### src/rtl/mem_arb_pkg.sv
// Shared types for the memory-port arbiter: FSM state encoding and grant source.
package mem_arb_pkg;

  typedef logic [2:0] arb_state_t;

  localparam arb_state_t ST_IDLE    = 3'd0;
  localparam arb_state_t ST_IC_REQ  = 3'd1;
  localparam arb_state_t ST_IC_WAIT = 3'd2;
  localparam arb_state_t ST_DC_REQ  = 3'd3;
  localparam arb_state_t ST_DC_WAIT = 3'd4;

  typedef enum logic {
    GRANT_IC = 1'b0,
    GRANT_DC = 1'b1
  } grant_src_t;

endpackage

### src/rtl/mem_arbiter_if.sv
// Bundle of I-cache refill, D-side access and backing-memory signals around the arbiter.
interface mem_arbiter_if #(
  parameter int ADDR_WIDTH = 32,
  parameter int DATA_WIDTH = 32
);
  localparam int STRB_WIDTH = DATA_WIDTH / 8;

  logic                  ic_req_i;
  logic [ADDR_WIDTH-1:0] ic_addr_i;
  logic                  ic_gnt_o;
  logic                  ic_rvalid_o;
  logic [DATA_WIDTH-1:0] ic_rdata_o;
  logic                  ic_done_o;
  logic                  ic_busy_o;

  logic                  dc_req_i;
  logic                  dc_we_i;
  logic [ADDR_WIDTH-1:0] dc_addr_i;
  logic [DATA_WIDTH-1:0] dc_wdata_i;
  logic [STRB_WIDTH-1:0] dc_wstrb_i;
  logic                  dc_gnt_o;
  logic                  dc_rvalid_o;
  logic [DATA_WIDTH-1:0] dc_rdata_o;
  logic                  dc_busy_o;

  logic                  mem_req_o;
  logic                  mem_we_o;
  logic [ADDR_WIDTH-1:0] mem_addr_o;
  logic [DATA_WIDTH-1:0] mem_wdata_o;
  logic [STRB_WIDTH-1:0] mem_wstrb_o;
  logic                  mem_ready_i;
  logic                  mem_rvalid_i;
  logic [DATA_WIDTH-1:0] mem_rdata_i;

  // The arbiter masters the memory port, so it takes the master view.
  modport master (
    input  ic_req_i, ic_addr_i,
    input  dc_req_i, dc_we_i, dc_addr_i, dc_wdata_i, dc_wstrb_i,
    input  mem_ready_i, mem_rvalid_i, mem_rdata_i,
    output ic_gnt_o, ic_rvalid_o, ic_rdata_o, ic_done_o, ic_busy_o,
    output dc_gnt_o, dc_rvalid_o, dc_rdata_o, dc_busy_o,
    output mem_req_o, mem_we_o, mem_addr_o, mem_wdata_o, mem_wstrb_o
  );

  modport slave (
    output ic_req_i, ic_addr_i,
    output dc_req_i, dc_we_i, dc_addr_i, dc_wdata_i, dc_wstrb_i,
    output mem_ready_i, mem_rvalid_i, mem_rdata_i,
    input  ic_gnt_o, ic_rvalid_o, ic_rdata_o, ic_done_o, ic_busy_o,
    input  dc_gnt_o, dc_rvalid_o, dc_rdata_o, dc_busy_o,
    input  mem_req_o, mem_we_o, mem_addr_o, mem_wdata_o, mem_wstrb_o
  );

endinterface

### src/rtl/mem_arbiter_rr_pick2.sv
// Two-way round-robin picker: a lone requester wins, a tie goes to the side not granted last.
module rr_pick2
  import mem_arb_pkg::*;
(
  input  logic [1:0]  req,
  input  grant_src_t  last,
  output grant_src_t  pick,
  output logic        valid
);

  // req[0] is the I-cache, req[1] the D-side.
  always_comb begin
    valid = |req;
    pick  = GRANT_IC;
    if (req == 2'b11) begin
      pick = (last == GRANT_IC) ? GRANT_DC : GRANT_IC;
    end else if (req[1]) begin
      pick = GRANT_DC;
    end
  end

endmodule

### src/rtl/mem_arbiter.sv
// Shares one memory port between I-cache line refills and single-word D-side accesses,
// one transaction outstanding at a time; return data is forwarded with no added latency.
module mem_arbiter
  import mem_arb_pkg::*;
#(
  parameter int ADDR_WIDTH = 32,
  parameter int DATA_WIDTH = 32,
  parameter int LINE_WORDS = 16
) (
  input  logic          clk_i,
  input  logic          reset_i,
  mem_arbiter_if.master bus
);

  localparam int STRB_WIDTH = DATA_WIDTH / 8;
  localparam int BEAT_BITS  = $clog2(LINE_WORDS);
  localparam int BYTE_BITS  = $clog2(STRB_WIDTH);
  localparam int LINE_BITS  = BEAT_BITS + BYTE_BITS;
  localparam logic [ADDR_WIDTH-1:0] LINE_MASK =
    ~((ADDR_WIDTH'(1) << LINE_BITS) - ADDR_WIDTH'(1));
  localparam logic [BEAT_BITS-1:0] LAST_BEAT = BEAT_BITS'(LINE_WORDS - 1);

  arb_state_t            state;
  logic [BEAT_BITS-1:0]  beat_cnt;
  grant_src_t            last_grant;
  logic                  ic_gnt_q;
  logic                  dc_gnt_q;
  logic [ADDR_WIDTH-1:0] line_q;
  logic [ADDR_WIDTH-1:0] dc_addr_q;
  logic [DATA_WIDTH-1:0] dc_wdata_q;
  logic [STRB_WIDTH-1:0] dc_wstrb_q;
  logic                  dc_we_q;

  grant_src_t            pick;
  logic                  pick_valid;
  logic                  ic_active;
  logic                  dc_active;
  logic [ADDR_WIDTH-1:0] ic_beat_addr;

  rr_pick2 u_pick (
    .req   ({bus.dc_req_i, bus.ic_req_i}),
    .last  (last_grant),
    .pick  (pick),
    .valid (pick_valid)
  );

  // Beat offset is OR-ed into the line base so a burst can never carry into the next line.
  assign ic_beat_addr = line_q | (ADDR_WIDTH'(beat_cnt) << BYTE_BITS);
  assign ic_active    = (state == ST_IC_REQ) || (state == ST_IC_WAIT);
  assign dc_active    = (state == ST_DC_REQ) || (state == ST_DC_WAIT);

  always_ff @(posedge clk_i) begin
    if (reset_i) begin
      state      <= ST_IDLE;
      beat_cnt   <= '0;
      last_grant <= GRANT_IC;
      ic_gnt_q   <= 1'b0;
      dc_gnt_q   <= 1'b0;
      line_q     <= '0;
      dc_addr_q  <= '0;
      dc_wdata_q <= '0;
      dc_wstrb_q <= '0;
      dc_we_q    <= 1'b0;
    end else begin
      ic_gnt_q <= 1'b0;
      dc_gnt_q <= 1'b0;
      case (state)
        ST_IDLE: begin
          if (pick_valid) begin
            last_grant <= pick;
            if (pick == GRANT_IC) begin
              state    <= ST_IC_REQ;
              ic_gnt_q <= 1'b1;
              line_q   <= bus.ic_addr_i & LINE_MASK;
              beat_cnt <= '0;
            end else begin
              state      <= ST_DC_REQ;
              dc_gnt_q   <= 1'b1;
              dc_addr_q  <= bus.dc_addr_i;
              dc_wdata_q <= bus.dc_wdata_i;
              dc_wstrb_q <= bus.dc_wstrb_i;
              dc_we_q    <= bus.dc_we_i;
            end
          end
        end
        ST_IC_REQ: begin
          if (bus.mem_ready_i) state <= ST_IC_WAIT;
        end
        ST_IC_WAIT: begin
          if (bus.mem_rvalid_i) begin
            if (beat_cnt == LAST_BEAT) begin
              beat_cnt <= '0;
              state    <= ST_IDLE;
            end else begin
              beat_cnt <= beat_cnt + 1'b1;
              state    <= ST_IC_REQ;
            end
          end
        end
        ST_DC_REQ: begin
          if (bus.mem_ready_i) state <= ST_DC_WAIT;
        end
        ST_DC_WAIT: begin
          if (bus.mem_rvalid_i) state <= ST_IDLE;
        end
        default: state <= ST_IDLE;
      endcase
    end
  end

  assign bus.ic_gnt_o    = ic_gnt_q;
  assign bus.dc_gnt_o    = dc_gnt_q;
  assign bus.ic_busy_o   = bus.ic_req_i | ic_active;
  assign bus.dc_busy_o   = bus.dc_req_i | dc_active;

  // Return path is gated purely by state so stray memory responses never reach a client.
  assign bus.ic_rvalid_o = (state == ST_IC_WAIT) && bus.mem_rvalid_i;
  assign bus.ic_done_o   = bus.ic_rvalid_o && (beat_cnt == LAST_BEAT);
  assign bus.ic_rdata_o  = bus.ic_rvalid_o ? bus.mem_rdata_i : '0;
  assign bus.dc_rvalid_o = (state == ST_DC_WAIT) && bus.mem_rvalid_i;
  assign bus.dc_rdata_o  = bus.dc_rvalid_o ? bus.mem_rdata_i : '0;

  assign bus.mem_req_o   = (state == ST_IC_REQ) || (state == ST_DC_REQ);
  assign bus.mem_we_o    = (state == ST_DC_REQ) && dc_we_q;
  assign bus.mem_addr_o  = (state == ST_IC_REQ) ? ic_beat_addr :
                           (state == ST_DC_REQ) ? dc_addr_q : '0;
  assign bus.mem_wdata_o = (state == ST_DC_REQ) ? dc_wdata_q : '0;
  assign bus.mem_wstrb_o = (state == ST_DC_REQ) ? dc_wstrb_q : '0;

endmodule
### src/flat_wrapper.sv
// flat-port wrapper written by rule: the top's interface ports become plain ports
module mem_arbiter_flat import mem_arb_pkg::*;
#(
  parameter int ADDR_WIDTH = 32,
  parameter int DATA_WIDTH = 32,
  parameter int LINE_WORDS = 16
)
  (clk_i, reset_i, bus_ic_req_i, bus_ic_addr_i, bus_dc_req_i, bus_dc_we_i, bus_dc_addr_i, bus_dc_wdata_i, bus_dc_wstrb_i, bus_mem_ready_i, bus_mem_rvalid_i, bus_mem_rdata_i, bus_ic_gnt_o, bus_ic_rvalid_o, bus_ic_rdata_o, bus_ic_done_o, bus_ic_busy_o, bus_dc_gnt_o, bus_dc_rvalid_o, bus_dc_rdata_o, bus_dc_busy_o, bus_mem_req_o, bus_mem_we_o, bus_mem_addr_o, bus_mem_wdata_o, bus_mem_wstrb_o);
  mem_arbiter_if #(.ADDR_WIDTH(ADDR_WIDTH), .DATA_WIDTH(DATA_WIDTH)) bus_i ();
  input  logic clk_i;
  input  logic reset_i;
  input wire logic [$bits(bus_i.ic_req_i)-1:0] bus_ic_req_i;
  input wire logic [$bits(bus_i.ic_addr_i)-1:0] bus_ic_addr_i;
  input wire logic [$bits(bus_i.dc_req_i)-1:0] bus_dc_req_i;
  input wire logic [$bits(bus_i.dc_we_i)-1:0] bus_dc_we_i;
  input wire logic [$bits(bus_i.dc_addr_i)-1:0] bus_dc_addr_i;
  input wire logic [$bits(bus_i.dc_wdata_i)-1:0] bus_dc_wdata_i;
  input wire logic [$bits(bus_i.dc_wstrb_i)-1:0] bus_dc_wstrb_i;
  input wire logic [$bits(bus_i.mem_ready_i)-1:0] bus_mem_ready_i;
  input wire logic [$bits(bus_i.mem_rvalid_i)-1:0] bus_mem_rvalid_i;
  input wire logic [$bits(bus_i.mem_rdata_i)-1:0] bus_mem_rdata_i;
  output wire logic [$bits(bus_i.ic_gnt_o)-1:0] bus_ic_gnt_o;
  output wire logic [$bits(bus_i.ic_rvalid_o)-1:0] bus_ic_rvalid_o;
  output wire logic [$bits(bus_i.ic_rdata_o)-1:0] bus_ic_rdata_o;
  output wire logic [$bits(bus_i.ic_done_o)-1:0] bus_ic_done_o;
  output wire logic [$bits(bus_i.ic_busy_o)-1:0] bus_ic_busy_o;
  output wire logic [$bits(bus_i.dc_gnt_o)-1:0] bus_dc_gnt_o;
  output wire logic [$bits(bus_i.dc_rvalid_o)-1:0] bus_dc_rvalid_o;
  output wire logic [$bits(bus_i.dc_rdata_o)-1:0] bus_dc_rdata_o;
  output wire logic [$bits(bus_i.dc_busy_o)-1:0] bus_dc_busy_o;
  output wire logic [$bits(bus_i.mem_req_o)-1:0] bus_mem_req_o;
  output wire logic [$bits(bus_i.mem_we_o)-1:0] bus_mem_we_o;
  output wire logic [$bits(bus_i.mem_addr_o)-1:0] bus_mem_addr_o;
  output wire logic [$bits(bus_i.mem_wdata_o)-1:0] bus_mem_wdata_o;
  output wire logic [$bits(bus_i.mem_wstrb_o)-1:0] bus_mem_wstrb_o;
  assign bus_i.ic_req_i = bus_ic_req_i;
  assign bus_i.ic_addr_i = bus_ic_addr_i;
  assign bus_i.dc_req_i = bus_dc_req_i;
  assign bus_i.dc_we_i = bus_dc_we_i;
  assign bus_i.dc_addr_i = bus_dc_addr_i;
  assign bus_i.dc_wdata_i = bus_dc_wdata_i;
  assign bus_i.dc_wstrb_i = bus_dc_wstrb_i;
  assign bus_i.mem_ready_i = bus_mem_ready_i;
  assign bus_i.mem_rvalid_i = bus_mem_rvalid_i;
  assign bus_i.mem_rdata_i = bus_mem_rdata_i;
  assign bus_ic_gnt_o = bus_i.ic_gnt_o;
  assign bus_ic_rvalid_o = bus_i.ic_rvalid_o;
  assign bus_ic_rdata_o = bus_i.ic_rdata_o;
  assign bus_ic_done_o = bus_i.ic_done_o;
  assign bus_ic_busy_o = bus_i.ic_busy_o;
  assign bus_dc_gnt_o = bus_i.dc_gnt_o;
  assign bus_dc_rvalid_o = bus_i.dc_rvalid_o;
  assign bus_dc_rdata_o = bus_i.dc_rdata_o;
  assign bus_dc_busy_o = bus_i.dc_busy_o;
  assign bus_mem_req_o = bus_i.mem_req_o;
  assign bus_mem_we_o = bus_i.mem_we_o;
  assign bus_mem_addr_o = bus_i.mem_addr_o;
  assign bus_mem_wdata_o = bus_i.mem_wdata_o;
  assign bus_mem_wstrb_o = bus_i.mem_wstrb_o;
  mem_arbiter #(.ADDR_WIDTH(ADDR_WIDTH), .DATA_WIDTH(DATA_WIDTH), .LINE_WORDS(LINE_WORDS)) u_core (.clk_i(clk_i), .reset_i(reset_i), .bus(bus_i));
endmodule
### config.mk
export PLATFORM = sky130hd
export DESIGN_NAME = mem_arbiter_flat
export DESIGN_NICKNAME = d
export VERILOG_FILES = /design/src/rtl/mem_arb_pkg.sv /design/src/rtl/mem_arbiter_if.sv /design/src/rtl/mem_arbiter_rr_pick2.sv /design/src/rtl/mem_arbiter.sv /design/src/flat_wrapper.sv
export SDC_FILE = /design/constraint.sdc
export NUM_CORES = 1
export LEC_CHECK = 0
export ABC_AREA = 1
export BUFFER_PORTS_ARGS = -buffer_cell sky130_fd_sc_hd__buf_4
export CORE_MARGIN = 5
export CORE_UTILIZATION = 44
export DETAILED_ROUTE_END_ITERATION = 16
export PLACE_DENSITY_LB_ADDON = 0.08
export SLEW_MARGIN = 15
export SYNTH_ARGS = -nofsm -noshare
export SYNTH_HDL_FRONTEND = slang
export SYNTH_HIERARCHICAL = 1
export SYNTH_SLANG_ARGS = --single-unit
### constraint.sdc
create_clock -name clk_i -period 1.9 [get_ports clk_i]
set_input_delay 0.095 -clock clk_i [delete_from_list [all_inputs] [get_ports clk_i]]
set_output_delay 0.095 -clock clk_i [all_outputs]
set_load 0.01 [all_outputs]
Yosys cells after proc, flatten, opt, wreduce, memory -nomap -nowiden
Index checks and enable logic that the tools add are counted.
{"block": "word_totals", "reg_bits": 105, "latch_bits": 0, "ram_bits": 0, "mem_bits_ro": 0, "in_bits": 139, "word_cells": 69, "memories": 0}
{"block": "op_classes", "n_addsub": 1, "n_mul": 0, "n_div": 0, "order_cmp": 0, "n_eq_ne": 12, "n_shift": 0, "muxes": 24, "bitwise_logic": 6, "reduce_logical": 16}
{"cell": "$mux 32", "count": 5}
{"cell": "$or 32x6->32", "count": 1}
{"cell": "$mux 4", "count": 5}
{"cell": "$mux 3", "count": 5}
{"cell": "$pmux 3 s5", "count": 1}
{"cell": "$ne 2x2->1 const B", "count": 5}
{"cell": "$pmux 4 s2", "count": 1}
{"cell": "$eq 3x2->1 const B", "count": 2}
{"cell": "$mux 1", "count": 6}
{"cell": "$reduce_and 3->1", "count": 2}
{"cell": "$reduce_and 5->1", "count": 1}
{"cell": "$add 4x1->4 const B", "count": 1}
{"cell": "$eq 4x4->1 const B", "count": 1}
{"cell": "$logic_and 1x1->1", "count": 4}
{"cell": "$reduce_and 4->1", "count": 1}
{"cell": "$eq 3x1->1 const B", "count": 1}
{"cell": "$eq 3x3->1 const B", "count": 1}
{"cell": "$logic_not 3->1", "count": 1}
{"cell": "$logic_or 1x1->1", "count": 3}
{"cell": "$not 1->1", "count": 3}
{"cell": "$reduce_or 3->1", "count": 1}
{"cell": "$eq 2x2->1 const B", "count": 1}
{"cell": "$mux 2", "count": 1}
{"cell": "$ne 2x1->1 const B", "count": 1}
{"cell": "4 further kinds", "count": 5}

Depth between registers and ports, before layout
{"block": "logic_depth", "word_depth": 5, "depth_mapped": 10}

Cells and area by module
The synthesis kept the hierarchy.
{"module": "mem_arbiter", "n_inst": 1, "cells_per_inst": 683, "area_each_um2": 4650.7, "seq_area_each_um2": 2102.0}
{"module": "rr_pick2", "n_inst": 1, "cells_per_inst": 3, "area_each_um2": 15.0, "seq_area_each_um2": 0.0}

Worst setup path before layout
Ideal clock, no wire load.
{"block": "synth_timing", "path_type": "register -> output", "from": "register u_core.state[0]", "to": "output port bus_mem_addr_o[10]", "t_arrival_ns": 1.336, "setup_slack_ns": 0.469, "path_stages_with_launch": 6, "path_buffers": 1, "path_cell_list": "dfxtp_1 > inv_2 > nor2_2 > nand2_1 > clkbuf_1 > o22ai_1"}
{"block": "synth_between", "elab_chain_len": 3, "word_cells_on_any_way": 4, "classes_between": "eq/ne: 2; mux: 2"}
{"item": "start, declared", "line": "mem_arbiter.sv:23", "source": "arb_state_t state;"}
{"item": "start signal, assigned", "line": "mem_arbiter.sv:54", "source": "state <= ST_IDLE;"}
{"item": "start signal, assigned", "line": "mem_arbiter.sv:72", "source": "state <= ST_IC_REQ;"}
{"item": "start signal, assigned", "line": "mem_arbiter.sv:77", "source": "state <= ST_DC_REQ;"}
{"item": "$eq 3x2->1", "line": "mem_arbiter.sv:126", "source": "(state == ST_DC_REQ) ? dc_addr_q : '0;"}
{"item": "$mux 32", "line": "mem_arbiter.sv:126"}
{"item": "$mux 32 *", "line": "mem_arbiter.sv:125", "source": "assign bus.mem_addr_o = (state == ST_IC_REQ) ? ic_beat_addr :"}
{"item": "end, declared", "line": "flat_wrapper.sv:33", "source": "output wire logic [$bits(bus_i.mem_addr_o)-1:0] bus_mem_addr_o;"}
Every way passes the cells marked *; elsewhere a longest branch is shown, timed or not.

Worst setup path in the final report
{"block": "layout_timing", "from": "register u_core.state[0]", "to": "output port bus_mem_addr_o[9]"}
Same word-level chain as after synthesis.

==> impl_metrics.yaml <==
cells_and_area:
  antenna_cells: 0
  layoutNonFillerInstCount: 1150
  final_nets: 1149
  layout-drive-gt1-share_pct: 31.3
  nFillCells: 804
  syn_to_final_growth_pct: 66.9
critical_path:
  crit_fanout: 31
  slowest_delay_ns: 0.42
  required_ns: 1.80
  end_kind: "output port"
  slowest_stage: "dfxtp_2"
  worstSetupPathType: "register to output port"
  cp_data_arrival_time_ns: 1.69
  crit_path_cell_trace: "inv_2 > nor2_4 > nand2_2 > buf_12 > o22ai_1 > buf_4"
  startpoint_type: "register"
detailed_routing:
  m1WireLength_mm: 6.31
  drtPass1Iterations: 6
  post-route-drc-count: 0
  wire_per_inst_um: 14.7
  wl_mm: 17.0
  ant_nets: 0
  met3WireLength_mm: 1.38
  route.top_layer_used: "met4"
  drtIter0Drc: 369
  route.met2.wl_mm: 8.80
  via_count: 5633
  avgViaCountPerCell: 4.90
timing:
  timing.fmax_ghz: 0.560
  relSlewSlack_pct: 64.9
  hold_viol: 0
  timing.final.crit_share_pct: 94.0
  report.final.slew_viol_count: 0
  min_period_ns: 1.79
  fin_setup_tns_ns: 0
  rsz0062_at_grt: "no"
  setup_viol_count_final: 0
  skew_ns: 0.0125
  worstMarginPinSlew_ns: 0.526
synth:
  synth.top_cells.by_area: "dfxtp_1, inv_1, nor2_1"
  yosysTopAreaCell: "dfxtp_1"
  ys_ff_latch: 105
  syn_area_per_cell_um2: 6.80
  syn-cell-area_um2: 4670
  synthCells: 686
  yosysWarnings: 6
  synthDistinctLibCells: 23
  async_flop_share_pct: 0
  ys_seq_area_share_pct: 45.1
  synth_commonest_cells: "inv_1, nor2_1, dfxtp_1"
  syn-num-nets: 826
  yosys_most_used_dff: "dfxtp_1"
  synth.most_common_cell: "inv_1"
  synth_top_area_share_pct: 45.1
  synth_edf_count: 0
clock_network:
  cts_setup_buffers: 0
  h-tree-depth: 3
  cts_tree: "done"
  cts_buffer_depth: 2
  clock_latency_ns: 0.37
  cts_root_buffer: "clkbuf_8"
  numCtsBuffers: 9
  path_clk_slew_ns: 0.09
  clock-sinks: 105
global_routing:
  grt_max_degree: 75
  grt_first_pass_wirelength_mm: 26.5
  grt_pass1_vias: 5511
  overflow: 0
  track_usage_pct: 25.3
  grt_antenna_before_repair: 0
placement:
  placedCellCount: 1063
  hpwl_mm: 11.3
  gp_congestion: 0.906
  portBuffers: 273
power:
  cellPowerDensity_nw_per_um2: 923
  ir_drop_uv: 705
  p_leak_nw: 3.70
floorplan:
  start_util_pct: 45.2
  die-area_um2: 12800
  die_w_um: 113
  ioPinCount: 280
  rows: 37
  core_um2: 10300
  die_h_um: 113
outcome:
  status: "completed"
flow_run:
  cap_violations: 0
hold_path:
  hold_path.class: "input port to register"
[cell usage in the layout, fill, tap and decap left out, types with 2 or more instances in the layout]
cell type and n:
buf_4 277, nor2_2 2, nand3b_1 2, clkbuf_1 3, dfxtp_1 102, nor2_1 117
nand2_1 49, inv_1 138, nand3_1 10, buf_6 2, dlygate4sd3_1 71, clkinv_4 2
o21ai_1 51, a21oi_1 74, nor2_4 3, o22ai_1 27, o21ai_0 46, inv_2 4
clkbuf_8 9, buf_12 5, nand2_2 2, dfxtp_2 2, nand4_1 3
[metal layers]
metal	track usage, %	vias up
li1	-	2793
met4	9.29	0
met5	0	-
met1	27.4	2535
met2	46.7	266
met3	7.01	39
[logic make-up (layout without fill, tap and decap cells)]
kind of cell | after synthesis | in the layout | synth area share [%]
AND/OR/NAND/NOR | 193 | 193 | 16.8
adder cells (fa/ha/maj) | 1 | 1 | 0.268
AO/OA/AOI/OAI | 201 | 201 | 22.4
buffers and inverters | 186 | 514 | 15.4
flip-flops | 105 | 105 | 45.1
[worst paths after layout]
path              cells past startpoint                    end                   from  slack [ns]
setup / recovery                      6      bus_mem_addr_o[9]        u_core/state[0]        0.11
hold / removal                        3   u_core/dc_addr_q[19]      bus_dc_addr_i[19]        0.01
setup reg to reg                      5    u_core/dc_addr_q[1]      u_core/last_grant        0.24
hold reg to reg                       2  u_core/dc_wdata_q[10]  u_core/dc_wdata_q[10]        0.46
[worst max-delay path: cells and delay by family, from the launching register on]
kind	cells	cell delay [ns]
AO/OA/AOI/OAI	1	0.22
buffers and inverters	3	0.42
flip-flops	1	0.42
AND/OR/NAND/NOR	2	0.25
[final cells by class]
| class | count | area [µm²] | area share [%] |
|---|---|---|---|
| Multi-Input combinational cell | 395 | 1890 | 24.3 |
| Clock inverter | 4 | 30.0 | 0.386 |
| Timing Repair Buffer | 355 | 2910 | 37.4 |
| Sequential cell | 105 | 2110 | 27.1 |
| Inverter | 143 | 542 | 6.96 |
| Clock buffer | 12 | 135 | 1.74 |
| Tap cell | 136 | 170 | 2.19 |
[per-stage QoR]
step,worst slack [ns],power [W],cell area [µm²],utilization (%),hold slack [ns]
floorplan,0.469,0.00464,4670,-,0.164
global placement,0.270,0.00568,6860,66.4,0.297
detailed placement,0.200,0.00577,6860,66.4,0.302
CTS,-0.000475,0.00713,7740,75.0,0.000362
global route,0.0124,0.00769,7790,75.4,0.00352
finish,0.114,0.00719,7790,75.4,0.0143
[where the power goes]
part	internal, W	switching [W]
logic	0.00124	0.00179
clock network	0.000482	0.000735
registers	0.00275	0.000196
[sequential cells by signal, indices dropped and copies added (netlist names), 3 cells and up]
name / cells
u_core/beat_cnt: 4
u_core/dc_addr_q: 32
u_core/dc_wstrb_q: 4
u_core/dc_wdata_q: 32
u_core/state: 3
u_core/line_q: 26
[repair_timing]
| item | 4_1_cts | 5_1_grt |
|---|---|---|
| hold buffers | 71 | 0 |
| endpoints found under the hold margin | 75 | 0 |
| resized for setup | 5 | 12 |
| setup endpoints to repair | 70 | 77 |
(Power assumes the default switching activity.)
